`src/rtl/button_pio_ctrl.sv`:
```
// Avalon-MM master that services a 3-bit button PIO: programs irq_mask, reads edge_capture
// and pin levels on interrupt, clears the capture, waits out a debounce holdoff, queues events.
module button_pio_ctrl #(
    parameter logic [2:0]  MASK_INIT      = 3'b111,
    parameter logic [15:0] HOLDOFF_CYCLES = 16'd50000,
    parameter int unsigned FIFO_DEPTH     = 4
) (
    input  logic       clk,
    input  logic       reset,
    output logic [1:0] pio_address,
    output logic       pio_chipselect,
    output logic       pio_write_n,
    output logic [2:0] pio_writedata,
    input  logic [2:0] pio_readdata,
    input  logic       pio_irq,
    input  logic       mask_valid,
    input  logic [2:0] mask_data,
    output logic       mask_ack,
    output logic       evt_valid,
    output logic [5:0] evt_data,
    input  logic       evt_ready,
    output logic       overflow,
    input  logic       overflow_clr,
    output logic       busy
);

    localparam int unsigned PtrW = $clog2(FIFO_DEPTH);
    localparam int unsigned CntW = PtrW + 1;

    localparam logic [2:0] StInit  = 3'd0;
    localparam logic [2:0] StIdle  = 3'd1;
    localparam logic [2:0] StRdEc  = 3'd2;
    localparam logic [2:0] StRdLvl = 3'd3;
    localparam logic [2:0] StClr   = 3'd4;
    localparam logic [2:0] StHold  = 3'd5;
    localparam logic [2:0] StPush  = 3'd6;

    localparam logic [1:0] AddrData = 2'd0;
    localparam logic [1:0] AddrMask = 2'd2;
    localparam logic [1:0] AddrEdge = 2'd3;

    logic [2:0]      state_q, state_d;
    logic [2:0]      ec_q, ec_d;
    logic [2:0]      lvl_q, lvl_d;
    logic [15:0]     cnt_q, cnt_d;
    logic [PtrW-1:0] wr_ptr_q, rd_ptr_q;
    logic [CntW-1:0] count_q;
    logic            overflow_q, overflow_d;
    logic [5:0]      mem_q [FIFO_DEPTH];

    logic fifo_full, push_try, push, pop, drop;

    // Bus outputs are decoded from the current state (and, in IDLE, from the request inputs)
    // so each access lands in the same cycle the state is entered.
    always_comb begin
        state_d        = state_q;
        ec_d           = ec_q;
        lvl_d          = lvl_q;
        cnt_d          = cnt_q;
        pio_address    = 2'd0;
        pio_chipselect = 1'b0;
        pio_write_n    = 1'b1;
        pio_writedata  = 3'd0;
        mask_ack       = 1'b0;
        case (state_q)
            StInit: begin
                pio_chipselect = 1'b1;
                pio_write_n    = 1'b0;
                pio_address    = AddrMask;
                pio_writedata  = MASK_INIT;
                state_d        = StIdle;
            end
            StIdle: begin
                if (mask_valid) begin
                    pio_chipselect = 1'b1;
                    pio_write_n    = 1'b0;
                    pio_address    = AddrMask;
                    pio_writedata  = mask_data;
                    mask_ack       = 1'b1;
                end else if (pio_irq) begin
                    pio_address = AddrEdge;
                    state_d     = StRdEc;
                end
            end
            StRdEc: begin
                ec_d        = pio_readdata;
                pio_address = AddrData;
                state_d     = StRdLvl;
            end
            StRdLvl: begin
                lvl_d       = pio_readdata;
                pio_address = AddrEdge;
                state_d     = StClr;
            end
            StClr: begin
                pio_chipselect = 1'b1;
                pio_write_n    = 1'b0;
                pio_address    = AddrEdge;
                pio_writedata  = 3'b111;
                cnt_d          = HOLDOFF_CYCLES;
                state_d        = StHold;
            end
            StHold: begin
                cnt_d = cnt_q - 16'd1;
                // Leave once the decremented count reaches 1.
                if (cnt_q <= 16'd2) begin
                    state_d = StPush;
                end
            end
            StPush: begin
                state_d = StIdle;
            end
            default: begin
                state_d = StInit;
            end
        endcase
        if (reset) begin
            pio_address    = 2'd0;
            pio_chipselect = 1'b0;
            pio_write_n    = 1'b1;
            pio_writedata  = 3'd0;
            mask_ack       = 1'b0;
        end
    end

    assign busy      = (state_q != StIdle);
    assign evt_valid = (count_q != '0);
    assign fifo_full = (count_q == CntW'(FIFO_DEPTH));
    assign pop       = evt_valid & evt_ready;
    // A zero edge_capture means the interrupt went away (e.g. mask changed); nothing to report.
    assign push_try  = (state_q == StPush) && (ec_q != 3'd0);
    assign push      = push_try && (!fifo_full || pop);
    assign drop      = push_try && fifo_full && !pop;
    assign evt_data  = evt_valid ? mem_q[rd_ptr_q] : 6'd0;
    assign overflow  = overflow_q;

    always_comb begin
        overflow_d = overflow_q;
        if (drop) begin
            overflow_d = 1'b1;
        end else if (overflow_clr) begin
            overflow_d = 1'b0;
        end
    end

    always_ff @(posedge clk) begin
        if (reset) begin
            state_q    <= StInit;
            ec_q       <= 3'd0;
            lvl_q      <= 3'd0;
            cnt_q      <= 16'd0;
            wr_ptr_q   <= '0;
            rd_ptr_q   <= '0;
            count_q    <= '0;
            overflow_q <= 1'b0;
        end else begin
            state_q    <= state_d;
            ec_q       <= ec_d;
            lvl_q      <= lvl_d;
            cnt_q      <= cnt_d;
            overflow_q <= overflow_d;
            if (push) begin
                wr_ptr_q <= wr_ptr_q + PtrW'(1);
            end
            if (pop) begin
                rd_ptr_q <= rd_ptr_q + PtrW'(1);
            end
            if (push && !pop) begin
                count_q <= count_q + CntW'(1);
            end else if (pop && !push) begin
                count_q <= count_q - CntW'(1);
            end
        end
    end

    always_ff @(posedge clk) begin
        if (push) begin
            mem_q[wr_ptr_q] <= {lvl_q, ec_q};
        end
    end

endmodule
```
`config.mk`:
```
export PLATFORM = sky130hd
export DESIGN_NAME = button_pio_ctrl
export DESIGN_NICKNAME = d
export VERILOG_FILES = /design/src/rtl/button_pio_ctrl.sv
export SDC_FILE = /design/constraint.sdc
export NUM_CORES = 1
export LEC_CHECK = 0
export CAP_MARGIN = 20
export CORE_ASPECT_RATIO = 2
export CORE_MARGIN = 5
export CORE_UTILIZATION = 45
export DETAILED_ROUTE_END_ITERATION = 10
export GPL_TIMING_DRIVEN = 1
export PLACE_DENSITY = 0.67
export SETUP_SLACK_MARGIN = 0.1
export SLEW_MARGIN = 20
export SYNTH_ARGS = -nofsm -noshare
export SYNTH_HDL_FRONTEND = slang
export SYNTH_SLANG_ARGS = --single-unit
```
`constraint.sdc`:
```
create_clock -name clk -period 3.6 [get_ports clk]
set_input_delay 0.54 -clock clk [delete_from_list [all_inputs] [get_ports clk]]
set_output_delay 0.54 -clock clk [all_outputs]
set_load 0.02 [all_outputs]
```
==> qor.yml, run 1 <==
synth:
  synth_area_leader_cell: "edfxtp_1"
  synth_cell_types: 43
  yosysTopAreaCellShare: 0.272
  netlist_top_cells_area: "edfxtp_1 27%, dfxtp_1 26%, mux4_2 5.1%, nor2_1 3.5%, ha_1 3.3%"
  yosysWarnings: 0
  syn_area_per_cell_um2: 11.1
  synth_edf_count: 24
  synth_nets: 259
  async_reset_ff_frac: 0
  ys_seq_elements: 59
  synth-seq-area-share: 0.537
  netlist_instances: 239
  synthFlopType: "dfxtp_1"
  netlist_area_um2: 2650
sta:
  clock_skew_ns: 0.00622
  worst_hold_slack_ns: 0.469
  fmax_mhz: 360
  worst_slew_pin_slew_ns: 0.737
  rsz0062_at_grt: "false"
  period_share: 0.771
  setup_viol: 0
  min_period_ns: 2.78
  slew_headroom: 0.505
  slew_violations: 0
  hold_viol: 0
  setup_tns_ns: 0
floorplanning:
  die_y_um: 119
  core_um2: 5710
  num_rows: 39
  initial_core_util: 0.464
  die_w_um: 64.3
  die_area_um2: 7610
  ios: 29
routing:
  drcViolationCount: 0
  firstDrtPassIters: 4
  antenna_left: 0
  drtIter0Drc: 46
  wire_per_inst_um: 15.6
  viasPerCell: 5.50
  drt-total-wl_mm: 5.27
  via_count: 1859
clock_network:
  cts_tree: "yes"
  cts_buffer_depth: 2
  cts.sinks: 59
  post_cts_resized: 0
  ctsRootBufferMaster: "clkbuf_16"
  cts.clk_slew.worst_paths_ns: 0.05
  clk_latency_ns: 0.32
  cts-buffers-inserted: 9
  cts_setup_buffers: 0
  htree_levels: 3
  ctsHoldBuffers: 0
grt:
  grt_pass1_wl_mm: 9.01
  top_usage_layer: "met2"
  track_usage: 0.150
  global_route.usage.met1: 0.141
  grt_antenna_before_repair: 0
  grt_pass1_vias: 1934
  met2_usage: 0.284
  overflow: 0
  grt.met3_usage: 0.0408
  grt_max_degree: 30
critical_path:
  worstSetupPathType: "in -> out"
  cp-start-kind: "input pin"
  end_kind: "output pin"
  required_ns: 3.06
  worst-path-max-fanout: 4
  critical_path_arrival_ns: 2.24
worst_hold_path:
  min_path_type: "reg -> reg"
cells_and_area:
  mostFrequentLayoutCell: "dfxtp_1"
  finalNonFillerCells: 338
  area_growth_pct: 23.7
  layout_common_cells: "35 x dfxtp_1, 28 x clkdlybuf4s50_1, 25 x nor2_1"
  layout.nets: 292
  diodes: 0
  fill_cells: 513
  drive_gt1_frac: 0.0939
power_and_ir_drop:
  p_leak_nw: 1.15
  power_density_nw_per_um2: 668
  ir_drop_v: 0.000522
status:
  status: "completed"
placed_design:
  place_congestion: 0.741
  dp.cells: 322
  place_hpwl_mm: 3.96
  portBuffers: 28
job:
  maxCapViolCount: 0
==> per-stage QoR <==
| stage | utilization | power (mW) | worst slack (ns) | cell area (um2) |
|---|---|---|---|---|
| after global placement | 0.523 | 1.39 | 0.868 | 2990 |
| after floorplan | - | 1.16 | 1.09 | 2650 |
| after CTS | 0.574 | 2.22 | 0.810 | 3280 |
| final | 0.574 | 2.19 | 0.824 | 3280 |
| after global routing | 0.574 | 2.31 | 0.696 | 3280 |
| after detailed placement | 0.523 | 1.40 | 0.805 | 2990 |
==> report_power, final <==
group	total [mW]	internal, mW	leakage, nW	switching, mW
clock	0.819	0.551	0.144	0.268
sequential	0.800	0.737	0.488	0.0635
combinational	0.570	0.290	0.523	0.280
==> cell type report <==
type,count,area (um2),area share
clock inverters,3,40.0,0.0122
repair buffers,31,303,0.0924
clock buffers,13,250,0.0764
well taps,61,76.3,0.0233
flip-flops and latches,59,1420,0.434
multi-input cells,162,1150,0.352
inverters,9,33.8,0.0103
==> cell usage after synthesis (7+ instances only) <==
| cell | count |
|---|---|
| a21oi_1 | 16 |
| and2_1 | 11 |
| dfxtp_1 | 35 |
| edfxtp_1 | 24 |
| ha_1 | 7 |
| inv_1 | 9 |
| nand2_1 | 12 |
| nor2_1 | 25 |
| nor3_1 | 9 |
==> kinds of logic (layout without fill, tap and decap cells) <==
family / count (synthesis) / count (layout) / synth area share
compound gates: 36 / 36 / 0.0846
xor+xnor: 11 / 11 / 0.0364
fa+ha+maj: 8 / 8 / 0.0406
buf+inv: 18 / 56 / 0.0283
flops: 59 / 59 / 0.537
mux: 12 / 12 / 0.0737
simple gates: 95 / 95 / 0.200
==> worst max-delay path, cell delays in order <==
cell	delay [ns]
clkdlybuf4s50_1	0.53
nand2b_1	0.07
a21boi_0	0.24
inv_1	0.12
nor2_1	0.12
clkdlybuf4s50_1	0.61
==> worst paths after layout <==
kind	from	end	slack, ns	depth (start not counted)
max reg2reg	state_q[1]$_SDFFE_PP0P_	count_q[2]$_SDFFE_PP0P_	1.18	9
min reg2reg	cnt_q[13]$_SDFFE_PP0P_	cnt_q[13]$_SDFFE_PP0P_	0.47	2
max	mask_valid	pio_writedata[1]	0.82	6
min	cnt_q[13]$_SDFFE_PP0P_	cnt_q[13]$_SDFFE_PP0P_	0.47	2
==> state kept, by name (all words and copies together), names as in the netlist, named ones only <==
register and cells:
rd_ptr_q 2, overflow 1, count_q 3, wr_ptr_q 2
cnt_q 16, mem_q 24, ec_q 3, lvl_q 3
state_q 3
==> metal layers <==
| metal | part of all wire | vias up |
|---|---|---|
| met5 | 0 | - |
| li1 | - | 929 |
| met1 | 0.35 | 901 |
| met4 | 0.016 | 0 |
| met3 | 0.023 | 6 |
| met2 | 0.61 | 23 |
Power figures use the tool's default switching activity.
==> run 2, diff against run 1 <==
--- a/config.mk
+++ b/config.mk
@@ -11,7 +11,7 @@
 export CORE_UTILIZATION = 45
 export DETAILED_ROUTE_END_ITERATION = 10
 export GPL_TIMING_DRIVEN = 1
-export PLACE_DENSITY = 0.67
+export PLACE_DENSITY = 0.7
 export SETUP_SLACK_MARGIN = 0.1
 export SLEW_MARGIN = 20
 export SYNTH_ARGS = -nofsm -noshare
==> constraint.sdc (replaced) <==
create_clock -name clk -period 2.2 [get_ports clk]
set_input_delay 0.33 -clock clk [delete_from_list [all_inputs] [get_ports clk]]
set_output_delay 0.33 -clock clk [all_outputs]
set_load 0.02 [all_outputs]
==> run 2 against run 1 <==
Net effect:
- utilization up 2.3 points
- wire length up 4.5%
- via count up 5.2%
- clock-buffer cell count up 3
- critical path depth up 2
==> qor.yml, run 2 (synthesis gave the netlist of run 1 again) <==
cells_and_area:
  finalNonFillerCells: 360  # +6.5%
  largestRegisters: "mem_q x24, cnt_q x16"
  layout_common_cells: "30 x dfxtp_1, 24 x nor2_1, 24 x edfxtp_1, 24 x buf_4, 16 x a21oi_1"
  layout.nets: 314  # +7.5%
  drive_gt1_frac: 0.214  # +0.120
  top_register: "mem_q"
  largest_reg_flops: 24  # unchanged
  area_growth_pct: 28.7
  diodes: 0  # unchanged
  mostFrequentLayoutCell: "dfxtp_1"
sta:
  worst_slew_pin_slew_ns: 0.471  # -0.267 ns
  fmax_mhz: 480
  rsz0062_at_grt: "true"
  hold_viol: 0  # unchanged
  slew_headroom: 0.683  # +0.179
  period_share: 0.947
  setup_tns_ns: 0  # unchanged
  setup_viol: 0  # unchanged
  min_period_ns: 2.08
  clock_skew_ns: 0.00390  # -0.00232 ns
  slew_violations: 0  # unchanged
grt:
  grt_max_degree: 18  # -40%
  grt_pass1_wl_mm: 9.49  # +5.3%
  grt_antenna_before_repair: 0  # unchanged
  track_usage: 0.161  # +0.0112
  overflow: 0  # unchanged
  grt_pass1_vias: 2063  # +6.7%
routing:
  drcViolationCount: 0  # unchanged
  antenna_left: 0  # unchanged
  viasPerCell: 5.43  # -1.2%
  drt-total-wl_mm: 5.51  # +4.5%
  drtIter0Drc: 30  # -35%
  firstDrtPassIters: 4  # unchanged
  wire_per_inst_um: 15.3  # -1.9%
  via_count: 1956  # +5.2%
placed_design:
  place_congestion: 0.777  # +4.8%
  portBuffers: 28  # unchanged
  dp.cells: 341  # +5.9%
  place_hpwl_mm: 4.16  # +5.1%
critical_path:
  r2r_start: "state_q[0]$_SDFFE_PP0P_"
  cp-start-kind: "register"
  cp-startpoint: "state_q[0]$_SDFFE_PP0P_"
  critPathCapture: "count_q[2]$_SDFFE_PP0P_"
  reg2reg_setup_slack_ns: 0.12  # -1.06 ns
  worst-path-max-fanout: 2  # -2
  max_stage_delay_ns: 0.33  # -0.28 ns
  cp_slowest_cell: "fa_2"
  r2r-end: "count_q[2]$_SDFFE_PP0P_"
  reg2reg_depth: 8  # -1
  end_kind: "register"
  crit_chain: "nand3b_1, nor3_4, ha_2, inv_1, fa_2, xor2_1, or3_1, a21oi_1"
  critical_path_arrival_ns: 2.34  # +0.10 ns
  worstSetupPathType: "reg -> reg"
  required_ns: 2.45  # -0.61 ns
floorplanning:
  die_w_um: 64.3  # unchanged
  die_y_um: 119  # unchanged
  ios: 29  # unchanged
  core_um2: 5710  # unchanged
  num_rows: 39  # unchanged
  die_area_um2: 7610  # unchanged
  initial_core_util: 0.464  # unchanged
clock_network:
  cts.sinks: 59  # unchanged
  cts_buffer_depth: 2  # unchanged
  cts-buffers-inserted: 9  # unchanged
  cts_tree: "yes"
  cts.clk_slew.worst_paths_ns: 0.05  # about the same
  ctsRootBufferMaster: "clkbuf_16"
  clk_latency_ns: 0.32  # about the same
  htree_levels: 3  # unchanged
power_and_ir_drop:
  p_leak_nw: 1.29  # +12%
  power.total_mw: 3.51  # +60%
  ir_drop_v: 0.000884  # +70%
  power_density_nw_per_um2: 1030  # +54%
worst_hold_path:
  min_path_type: "reg -> reg"
job:
  maxCapViolCount: 0  # unchanged
status:
  status: "completed"
-- run 2: changes by cell type in the layout (fill, tap and decap cells not counted), moves of 2 or more --
cell | previous run | this run
dfxtp_2 | 0 | 3
buf_4 | 3 | 24
dlygate4sd2_1 | 0 | 6
dfxtp_4 | 0 | 2
dfxtp_1 | 35 | 30
clkinv_2 | 2 | 0
clkdlybuf4s50_1 | 28 | 12
clkbuf_2 | 0 | 9
clkbuf_1 | 3 | 6
-- run 2: critical path: cells and delay by family, from the launching register on --
family	cells	cell delay, ns
buf+inv	1	0.05
xor+xnor	1	0.16
simple gates	3	0.86
compound gates	1	0.12
fa+ha+maj	2	0.53
flops	1	0.30
-- run 2: layer usage --
metal  global-route usage  vias to the layer above  wire, um
met4               0.0828                        0       129
met5                    0                        -         0
met2                0.305                       27      3360
li1                     -                      974         -
met3               0.0427                       12       167
met1                0.148                      943      1850
-- run 2: worst min-delay path by stage --
stage / slack, ns / to / start / cells after the start
5_1_grt: 0.51 / mem_q[0][2]$_DFFE_PP_ / ec_q[2]$_SDFFE_PP0P_ / 0
6_report: 0.47 / cnt_q[13]$_SDFFE_PP0P_ / cnt_q[13]$_SDFFE_PP0P_ / 2
4_1_cts: 0.47 / cnt_q[13]$_SDFFE_PP0P_ / cnt_q[13]$_SDFFE_PP0P_ / 2
3_3_place_gp: 0.46 / cnt_q[13]$_SDFFE_PP0P_ / cnt_q[13]$_SDFFE_PP0P_ / 2
3_5_place_dp: 0.46 / cnt_q[13]$_SDFFE_PP0P_ / cnt_q[13]$_SDFFE_PP0P_ / 2
2_1_floorplan: 0.45 / cnt_q[13]$_SDFFE_PP0P_ / cnt_q[13]$_SDFFE_PP0P_ / 2
-- run 2: stage by stage --
step / setup slack, ns / area, um2 / util / hold slack [ns]
3_3_place_gp: -0.231 / 3150 / 0.552 / 0.457
4_1_cts: 0.0953 / 3420 / 0.599 / 0.468
5_1_grt: 0.0185 / 3410 / 0.597 / 0.509
3_5_place_dp: -0.257 / 3150 / 0.552 / 0.463
2_1_floorplan: -0.00478 / 2670 / - / 0.446
6_report: 0.116 / 3410 / 0.597 / 0.470
-- run 2: power by group --
group	internal, mW	switching [mW]
Sequential	1.21	0.0666
Combinational	0.484	0.536
Clock	0.792	0.422
Total	2.48	1.02
-- run 2: cell type report --
cell class                      count  area (um2)
Timing Repair Buffer               53         430
Multi-Input combinational cell    162        1170
Fill cell                         473        2300
Inverter                            9        33.8
Sequential cell                    59        1430
Tap cell                           61        76.3
Clock buffer                       16         262
-- run 2: repair_timing --
| action | 4_1_cts | 5_1_grt |
|---|---|---|
| setup endpoints to repair | 16 | 15 |
| pin swaps | 4 | 3 |
| gates resized for setup | 25 | 20 |
| hold buffers | 0 | 0 |
| buffers inserted | 1 | 2 |
| cloned | 0 | 0 |
==> run 3, diff against run 2 <==
--- a/config.mk
+++ b/config.mk
@@ -13,7 +13,7 @@
 export GPL_TIMING_DRIVEN = 1
 export PLACE_DENSITY = 0.7
 export SETUP_SLACK_MARGIN = 0.1
-export SLEW_MARGIN = 20
+export SLEW_MARGIN = 15
 export SYNTH_ARGS = -nofsm -noshare
 export SYNTH_HDL_FRONTEND = slang
 export SYNTH_SLANG_ARGS = --single-unit
==> results of run 3 <==
Final layout, timing and power as in run 2 (identical DEF).
